`config.mk`:
```
export PLATFORM = sky130hd
export DESIGN_NAME = frecuencia_detector
export DESIGN_NICKNAME = d
export VERILOG_FILES = /design/src/rtl/freq_det_pkg.sv /design/src/rtl/sync_edge_det.sv /design/src/rtl/frecuencia_detector.sv
export SDC_FILE = /design/constraint.sdc
export NUM_CORES = 1
export LEC_CHECK = 0
export ABC_AREA = 1
export CAP_MARGIN = 15
export CORE_ASPECT_RATIO = 0.8
export CORE_MARGIN = 4
export CORE_UTILIZATION = 59
export CTS_CLUSTER_SIZE = 8
export DETAILED_ROUTE_END_ITERATION = 8
export PLACE_DENSITY_LB_ADDON = 0.25
export SLEW_MARGIN = 30
export SYNTH_ARGS = -nofsm -noshare
export SYNTH_HDL_FRONTEND = slang
export SYNTH_HIERARCHICAL = 1
export SYNTH_SLANG_ARGS = --single-unit
```
`constraint.sdc`:
```
create_clock -name clk -period 2.66 [get_ports clk]
set_input_delay 0.532 -clock clk [delete_from_list [all_inputs] [get_ports clk]]
set_output_delay 0.532 -clock clk [all_outputs]
set_load 0.01 [all_outputs]
```
`src/rtl/freq_det_pkg.sv`:
```
// Shared constants, state encoding and expected-period helper for the frequency detector.
// Used by frecuencia_detector (optional feature macro: FREQ_DET_DUTY_EN).
package freq_det_pkg;

    localparam int unsigned NUM_BINS  = 8;
    localparam int unsigned BASE_HZ   = 25000;
    localparam int unsigned WIN_SHIFT = 5;
    localparam int unsigned SEL_W     = 3;

    typedef enum logic [1:0] {
        ST_IDLE    = 2'd0,
        ST_ACQUIRE = 2'd1,
        ST_LOCKED  = 2'd2
    } state_e;

    // Expected period in clk cycles of the k-th divider frequency (k = 1..NUM_BINS).
    function automatic int unsigned exp_period(input int unsigned clk_hz, input int unsigned k);
        return clk_hz / (k * BASE_HZ);
    endfunction

endpackage

```
`src/rtl/sync_edge_det.sv`:
```
// Two-flop synchronizer for an asynchronous input followed by a registered rising-edge pulse.
// The level output is delayed to line up with the rise pulse.
module sync_edge_det (
    input  logic clk,
    input  logic rst,
    input  logic async_in,
    output logic level,
    output logic rise
);

    logic meta_r;
    logic sync_r;
    logic dly_r;
    logic rise_r;

    // Synchronizer chain and edge pulse register.
    always_ff @(posedge clk or negedge rst) begin
        if (!rst) begin
            meta_r <= 1'b0;
            sync_r <= 1'b0;
            dly_r  <= 1'b0;
            rise_r <= 1'b0;
        end else begin
            meta_r <= async_in;
            sync_r <= meta_r;
            dly_r  <= sync_r;
            rise_r <= sync_r & ~dly_r;
        end
    end

    assign level = dly_r;
    assign rise  = rise_r;

endmodule

```
`src/rtl/frecuencia_detector.sv`:
```
// Square-wave frequency detector: measures the input period and locks onto one of eight
// k*25 kHz bins. Optional high-time measurement enabled by defining FREQ_DET_DUTY_EN.
module frecuencia_detector
    import freq_det_pkg::*;
#(
    parameter int unsigned CLK_HZ   = 100_000_000,
    parameter int unsigned LOCK_CNT = 4,
    parameter int unsigned TIMEOUT  = 10000,
    parameter int unsigned CNT_W    = 16
) (
    input  logic             clk,
    input  logic             rst,
    input  logic             sig_in,
    output logic [CNT_W-1:0] period,
    output logic             period_vld,
    output logic             bin_hit,
    output logic [SEL_W-1:0] freq_sel,
    output logic             locked,
    output logic             no_signal
`ifdef FREQ_DET_DUTY_EN
    ,
    output logic [CNT_W-1:0] duty_hi
`endif
);

    localparam int unsigned      MW        = $clog2(LOCK_CNT + 1);
    localparam logic [CNT_W-1:0] CNT_MAX   = {CNT_W{1'b1}};
    localparam logic [CNT_W-1:0] TIMEOUT_C = CNT_W'(TIMEOUT);
    localparam logic [MW-1:0]    LOCK_C    = MW'(LOCK_CNT);

    logic                level_s;
    logic                rise_s;
    logic [31:0]         cnt_ext_s;
    logic [NUM_BINS-1:0] in_win_s;
    logic                hit_s;
    logic [SEL_W-1:0]    bin_s;
    logic [MW-1:0]       acq_cnt_s;
    logic [MW-1:0]       mis_cnt_s;

    state_e           state_r,  state_n;
    logic [CNT_W-1:0] cnt_r,    cnt_n;
    logic [MW-1:0]    match_r,  match_n;
    logic [MW-1:0]    miss_r,   miss_n;
    logic [SEL_W-1:0] cand_r,   cand_n;
    logic [CNT_W-1:0] period_r, period_n;
    logic             vld_r,    vld_n;
    logic             hit_r,    hit_n;
    logic [SEL_W-1:0] sel_r,    sel_n;
    logic             locked_r, locked_n;
    logic             nosig_r,  nosig_n;

    sync_edge_det u_sync (
        .clk      (clk),
        .rst      (rst),
        .async_in (sig_in),
        .level    (level_s),
        .rise     (rise_s)
    );

    assign cnt_ext_s = 32'(cnt_r);

    // One tolerance window per bin; windows are disjoint so at most one bit is set.
    for (genvar g = 0; g < NUM_BINS; g++) begin : g_bin
        localparam int unsigned PK  = exp_period(CLK_HZ, 32'(g) + 32'd1);
        localparam int unsigned WIN = PK >> WIN_SHIFT;
        assign in_win_s[g] = (cnt_ext_s >= (PK - WIN)) && (cnt_ext_s <= (PK + WIN));
    end

    // Encode the hitting bin index.
    always_comb begin
        hit_s = |in_win_s;
        bin_s = {SEL_W{1'b0}};
        for (int i = 0; i < NUM_BINS; i++) begin
            bin_s = in_win_s[i] ? SEL_W'(i) : bin_s;
        end
    end

    // Candidate run length while acquiring and miss run length while locked.
    always_comb begin
        acq_cnt_s = {MW{1'b0}};
        mis_cnt_s = {MW{1'b0}};
        if (!hit_s) begin
            acq_cnt_s = {MW{1'b0}};
        end else if (bin_s == cand_r) begin
            acq_cnt_s = match_r + 1'b1;
        end else begin
            acq_cnt_s = MW'(1);
        end
        if (hit_s && (bin_s == sel_r)) begin
            mis_cnt_s = {MW{1'b0}};
        end else begin
            mis_cnt_s = miss_r + 1'b1;
        end
    end

    // Next-state logic: period capture, classification outputs and lock FSM.
    always_comb begin
        state_n  = state_r;
        cnt_n    = cnt_r;
        match_n  = match_r;
        miss_n   = miss_r;
        cand_n   = cand_r;
        period_n = period_r;
        vld_n    = 1'b0;
        hit_n    = hit_r;
        sel_n    = sel_r;
        locked_n = locked_r;
        nosig_n  = nosig_r;
        if (rise_s) begin
            // An edge always beats a coincident timeout.
            cnt_n   = CNT_W'(1);
            nosig_n = 1'b0;
            case (state_r)
                ST_IDLE: begin
                    state_n = ST_ACQUIRE;
                    match_n = {MW{1'b0}};
                    miss_n  = {MW{1'b0}};
                end
                ST_ACQUIRE: begin
                    period_n = cnt_r;
                    vld_n    = 1'b1;
                    hit_n    = hit_s;
                    cand_n   = hit_s ? bin_s : cand_r;
                    if (acq_cnt_s == LOCK_C) begin
                        state_n  = ST_LOCKED;
                        sel_n    = bin_s;
                        locked_n = 1'b1;
                        match_n  = {MW{1'b0}};
                        miss_n   = {MW{1'b0}};
                    end else begin
                        match_n = acq_cnt_s;
                    end
                end
                ST_LOCKED: begin
                    period_n = cnt_r;
                    vld_n    = 1'b1;
                    hit_n    = hit_s;
                    if (mis_cnt_s == LOCK_C) begin
                        state_n  = ST_ACQUIRE;
                        locked_n = 1'b0;
                        miss_n   = {MW{1'b0}};
                        match_n  = {MW{1'b0}};
                    end else begin
                        miss_n = mis_cnt_s;
                    end
                end
                default: begin
                    state_n = ST_IDLE;
                end
            endcase
        end else if (cnt_r >= TIMEOUT_C) begin
            state_n  = ST_IDLE;
            cnt_n    = {CNT_W{1'b0}};
            match_n  = {MW{1'b0}};
            miss_n   = {MW{1'b0}};
            locked_n = 1'b0;
            nosig_n  = 1'b1;
        end else begin
            cnt_n = (cnt_r == CNT_MAX) ? cnt_r : cnt_r + 1'b1;
        end
    end

    // State and output registers.
    always_ff @(posedge clk or negedge rst) begin
        if (!rst) begin
            state_r  <= ST_IDLE;
            cnt_r    <= {CNT_W{1'b0}};
            match_r  <= {MW{1'b0}};
            miss_r   <= {MW{1'b0}};
            cand_r   <= {SEL_W{1'b0}};
            period_r <= {CNT_W{1'b0}};
            vld_r    <= 1'b0;
            hit_r    <= 1'b0;
            sel_r    <= {SEL_W{1'b0}};
            locked_r <= 1'b0;
            nosig_r  <= 1'b0;
        end else begin
            state_r  <= state_n;
            cnt_r    <= cnt_n;
            match_r  <= match_n;
            miss_r   <= miss_n;
            cand_r   <= cand_n;
            period_r <= period_n;
            vld_r    <= vld_n;
            hit_r    <= hit_n;
            sel_r    <= sel_n;
            locked_r <= locked_n;
            nosig_r  <= nosig_n;
        end
    end

`ifdef FREQ_DET_DUTY_EN
    logic [CNT_W-1:0] hi_cnt_r;
    logic [CNT_W-1:0] duty_r;

    // High-time counter; the edge cycle itself is already high and starts the new count.
    always_ff @(posedge clk or negedge rst) begin
        if (!rst) begin
            hi_cnt_r <= {CNT_W{1'b0}};
            duty_r   <= {CNT_W{1'b0}};
        end else if (rise_s) begin
            if (state_r != ST_IDLE) begin
                duty_r <= hi_cnt_r;
            end
            hi_cnt_r <= CNT_W'(1);
        end else if (level_s && (hi_cnt_r != CNT_MAX)) begin
            hi_cnt_r <= hi_cnt_r + 1'b1;
        end
    end

    assign duty_hi = duty_r;
`else
    logic level_unused_s;
    assign level_unused_s = level_s;
`endif

    assign period     = period_r;
    assign period_vld = vld_r;
    assign bin_hit    = hit_r;
    assign freq_sel   = sel_r;
    assign locked     = locked_r;
    assign no_signal  = nosig_r;

endmodule

```
==> metrics <==
final instance area=0.003844 mm²; Finished Core Util=70.72%; die area=0.006881 mm²; Ports=26; Mapped Area=0.003311 mm²; R2R depth=18; Die Wd=91.75 µm; CTS tree=built; max cap viols=0; pwr dens=450.4 mW/mm²; Longest Clk Path Bufs=2; via count of the first global-routing pass=2792; clk sink count=54; largest net degree at the start of global routing=33; 1st-iter DRT viols=291; outcome=finished clean; Clock Skew=8.126 ps; Rows=24; Pleak=1.830 nW; share of layout cells above drive strength 1=16.97%; DRC=0; Final nets=502; H-tree depth=2; flop2flop setup slack=130 ps; final WL=8307 µm; Crit Path Max Fanout=7; part of the Yosys area used for sequential elements=40.82%; global route overflow=0; initial antenna violation count=0; P&R area growth vs syn=16.10%; Post-synth EDFFs=0; gpl congestion=0.9705; Via Count=3100; Final setup viols=0; Root Buffer=clkbuf_8; Ys Warns=6; hold crit path type=primary input to asynchronous set/reset pin; first-pass GRT wire length=13540 µm; Clock Pin Slew Worst Setup and Hold Paths=100 ps; Main synth FF type=dfrtp_1; post-synthesis cell type count=40; CP Launch Type=flip-flop; reg2reg end=miss_r[2]; post-layout min period=2527 ps; final hold violations=0; die height=75 µm; critical setup path kind=flip-flop to flip-flop; number of clock buffers inserted by TritonCTS=5; Setup crit end kind=flip-flop; Post-Synthesis Cells=450; # diodes=0; core area=0.005435 mm²; Avg Cell Area, Syn=7.357 µm²; Pins Over Slew Limit=0; starting density of the core=60.91%; #FFs+latches synth=54; Max VDD drop=323.1 µV; Arr. time, crit path=2730 ps; GRT Util Overall=24.97%; Worst EP required=2860 ps; worst skew pair latency=310 ps; DR vias/cell=5.467; RR Startpoint=cnt_r[14]; Avg WL per Cell=14.65 µm; Post-DRT Antenna Nets=0; TritonRoute pass-1 iters=5; Post-synth ARST share=100.0%; maximum clock rate=0.3957 GHz; IO buf count=25; Post-DP Area=0.003692 mm²; DP Wirelength=6563 µm; period utilization=94.99%
-- synth_stat cells, types with 2 or more instances --
library cell,count,area share (%)
nor2_1,46,5.2
nand3_1,29,4.4
a21oi_1,11,1.7
clkbuf_1,4,0.45
o21ai_0,32,4.8
buf_4,4,0.91
nand2_2,8,1.5
o21a_1,2,0.45
xor2_1,4,1.1
inv_2,9,1.0
nand2_1,127,14
dfrtp_1,54,41
buf_6,2,0.68
nor2_4,7,2.4
ha_1,10,3.8
nor2_2,5,0.94
nand4_1,10,1.9
nand3_2,4,1.2
o21ai_1,9,1.4
nor3_1,10,1.5
inv_1,44,5.0
-- layer usage --
metal	routed length, µm	global-route usage (%)	vias to the layer above
met5	0	0	-
met4	101	6.096	0
met3	661	6.294	11
met2	3479	37.65	128
met1	4065	36.50	1447
li1	-	-	1514
-- where the power goes --
| group | internal [mW] | switching (mW) |
|---|---|---|
| clock network | 0.181 | 0.262 |
| registers | 0.884 | 0.0449 |
| logic | 0.156 | 0.203 |
-- repair_timing --
action | 4_1_cts | 5_1_grt
endpoints found under the setup margin | 4 | 12
hold buffers | 0 | 0
resized for setup | 1 | 23
cloned | 0 | 0
hold endpoints to repair | 0 | 0
setup buffers | 0 | 3
pin swaps | 0 | 3
-- worst max-delay path by stage --
stage / end / slack (ps) / start / cells past startpoint
6_report: miss_r[2] / 130 / cnt_r[14] / 18
4_1_cts: miss_r[2] / 60 / cnt_r[0] / 19
3_5_place_dp: miss_r[2] / 9 / cnt_r[0] / 18
3_3_place_gp: freq_sel[2] / 30 / cnt_r[0] / 16
2_1_floorplan: freq_sel[0] / 470 / cnt_r[0] / 16
5_1_grt: miss_r[1] / -20 / cnt_r[14] / 17
-- logic make-up (layout without fill, tap and decap cells) --
kind of cell / Yosys count / count (layout) / share of synthesized area [%]
buffers and inverters: 66 / 104 / 8.465
adders and majority gates: 10 / 10 / 3.779
and+or+nand+nor: 253 / 253 / 35.56
DFF: 54 / 54 / 40.82
xor gates and xnor gates: 4 / 4 / 1.058
AOI/OAI and AO/OA: 62 / 62 / 10.20
other: 1 / 2 / 0.1133
-- registers in the layout (all words and copies together), names as in the netlist, 2 cells and up --
signal	count
cnt_r	16
period	16
cand_r	3
freq_sel	3
match_r	3
miss_r	3
state_r	2
-- layout make-up --
type	instances	area [µm²]
inverter	54	210.2
timing repair buffer	43	380.4
clock inverter	1	7.507
clock buffer	6	72.57
tap	78	97.59
multi-input combinational	331	1710
fill	447	1592
sequential	54	1365
-- cell usage in the layout (no fill, tap or decap), types with 8 or more instances in the layout --
| master | Yosys | routed |
|---|---|---|
| nand2_1 | 127 | 127 |
| nor2_1 | 46 | 44 |
| dfrtp_1 | 54 | 43 |
| inv_1 | 44 | 41 |
| o21ai_0 | 32 | 32 |
| nand3_1 | 29 | 28 |
| clkdlybuf4s50_1 | 0 | 24 |
| buf_4 | 4 | 18 |
| a21oi_1 | 11 | 11 |
| dfrtp_2 | 0 | 11 |
| nand4_1 | 10 | 10 |
| inv_2 | 9 | 9 |
| o21ai_1 | 9 | 9 |
| nor3_1 | 10 | 9 |
| ha_1 | 10 | 9 |
| nor2_4 | 7 | 8 |
-- metrics by stage --
step | setup WS, ps | setup TNS (ps) | total power, mW | hold slack, ps | cells
final | 133.1 | 0 | 1.731 | 196.6 | 567
after global routing | -21.53 | -52.00 | 1.822 | 207.4 | 567
after CTS | 64.89 | 0 | 1.729 | 202.7 | 564
after detailed placement | 9.383 | 0 | 1.291 | 338.0 | 557
after global placement | 33.28 | 0 | 1.276 | 350.2 | 557
after floorplan | 472.4 | 0 | 1.132 | 236.4 | 451
-- critical path, cell delays in order (launching register included) --
cell and delay, ps:
dfrtp_1 420, nor2_4 230, nand2_4 140, nor3_4 280, nand2_1 110, nand2_2 100, nand2_4 90, nor2_4 150
nand2_1 70, nand2_1 80, nand2_2 70, nor2_4 130, nand4_2 110, nand2_2 120, nand2_2 70, inv_2 60
nand2_1 90, nand2_1 70, nand2_1 50
Note: power is estimated with default switching activity, not from simulation.
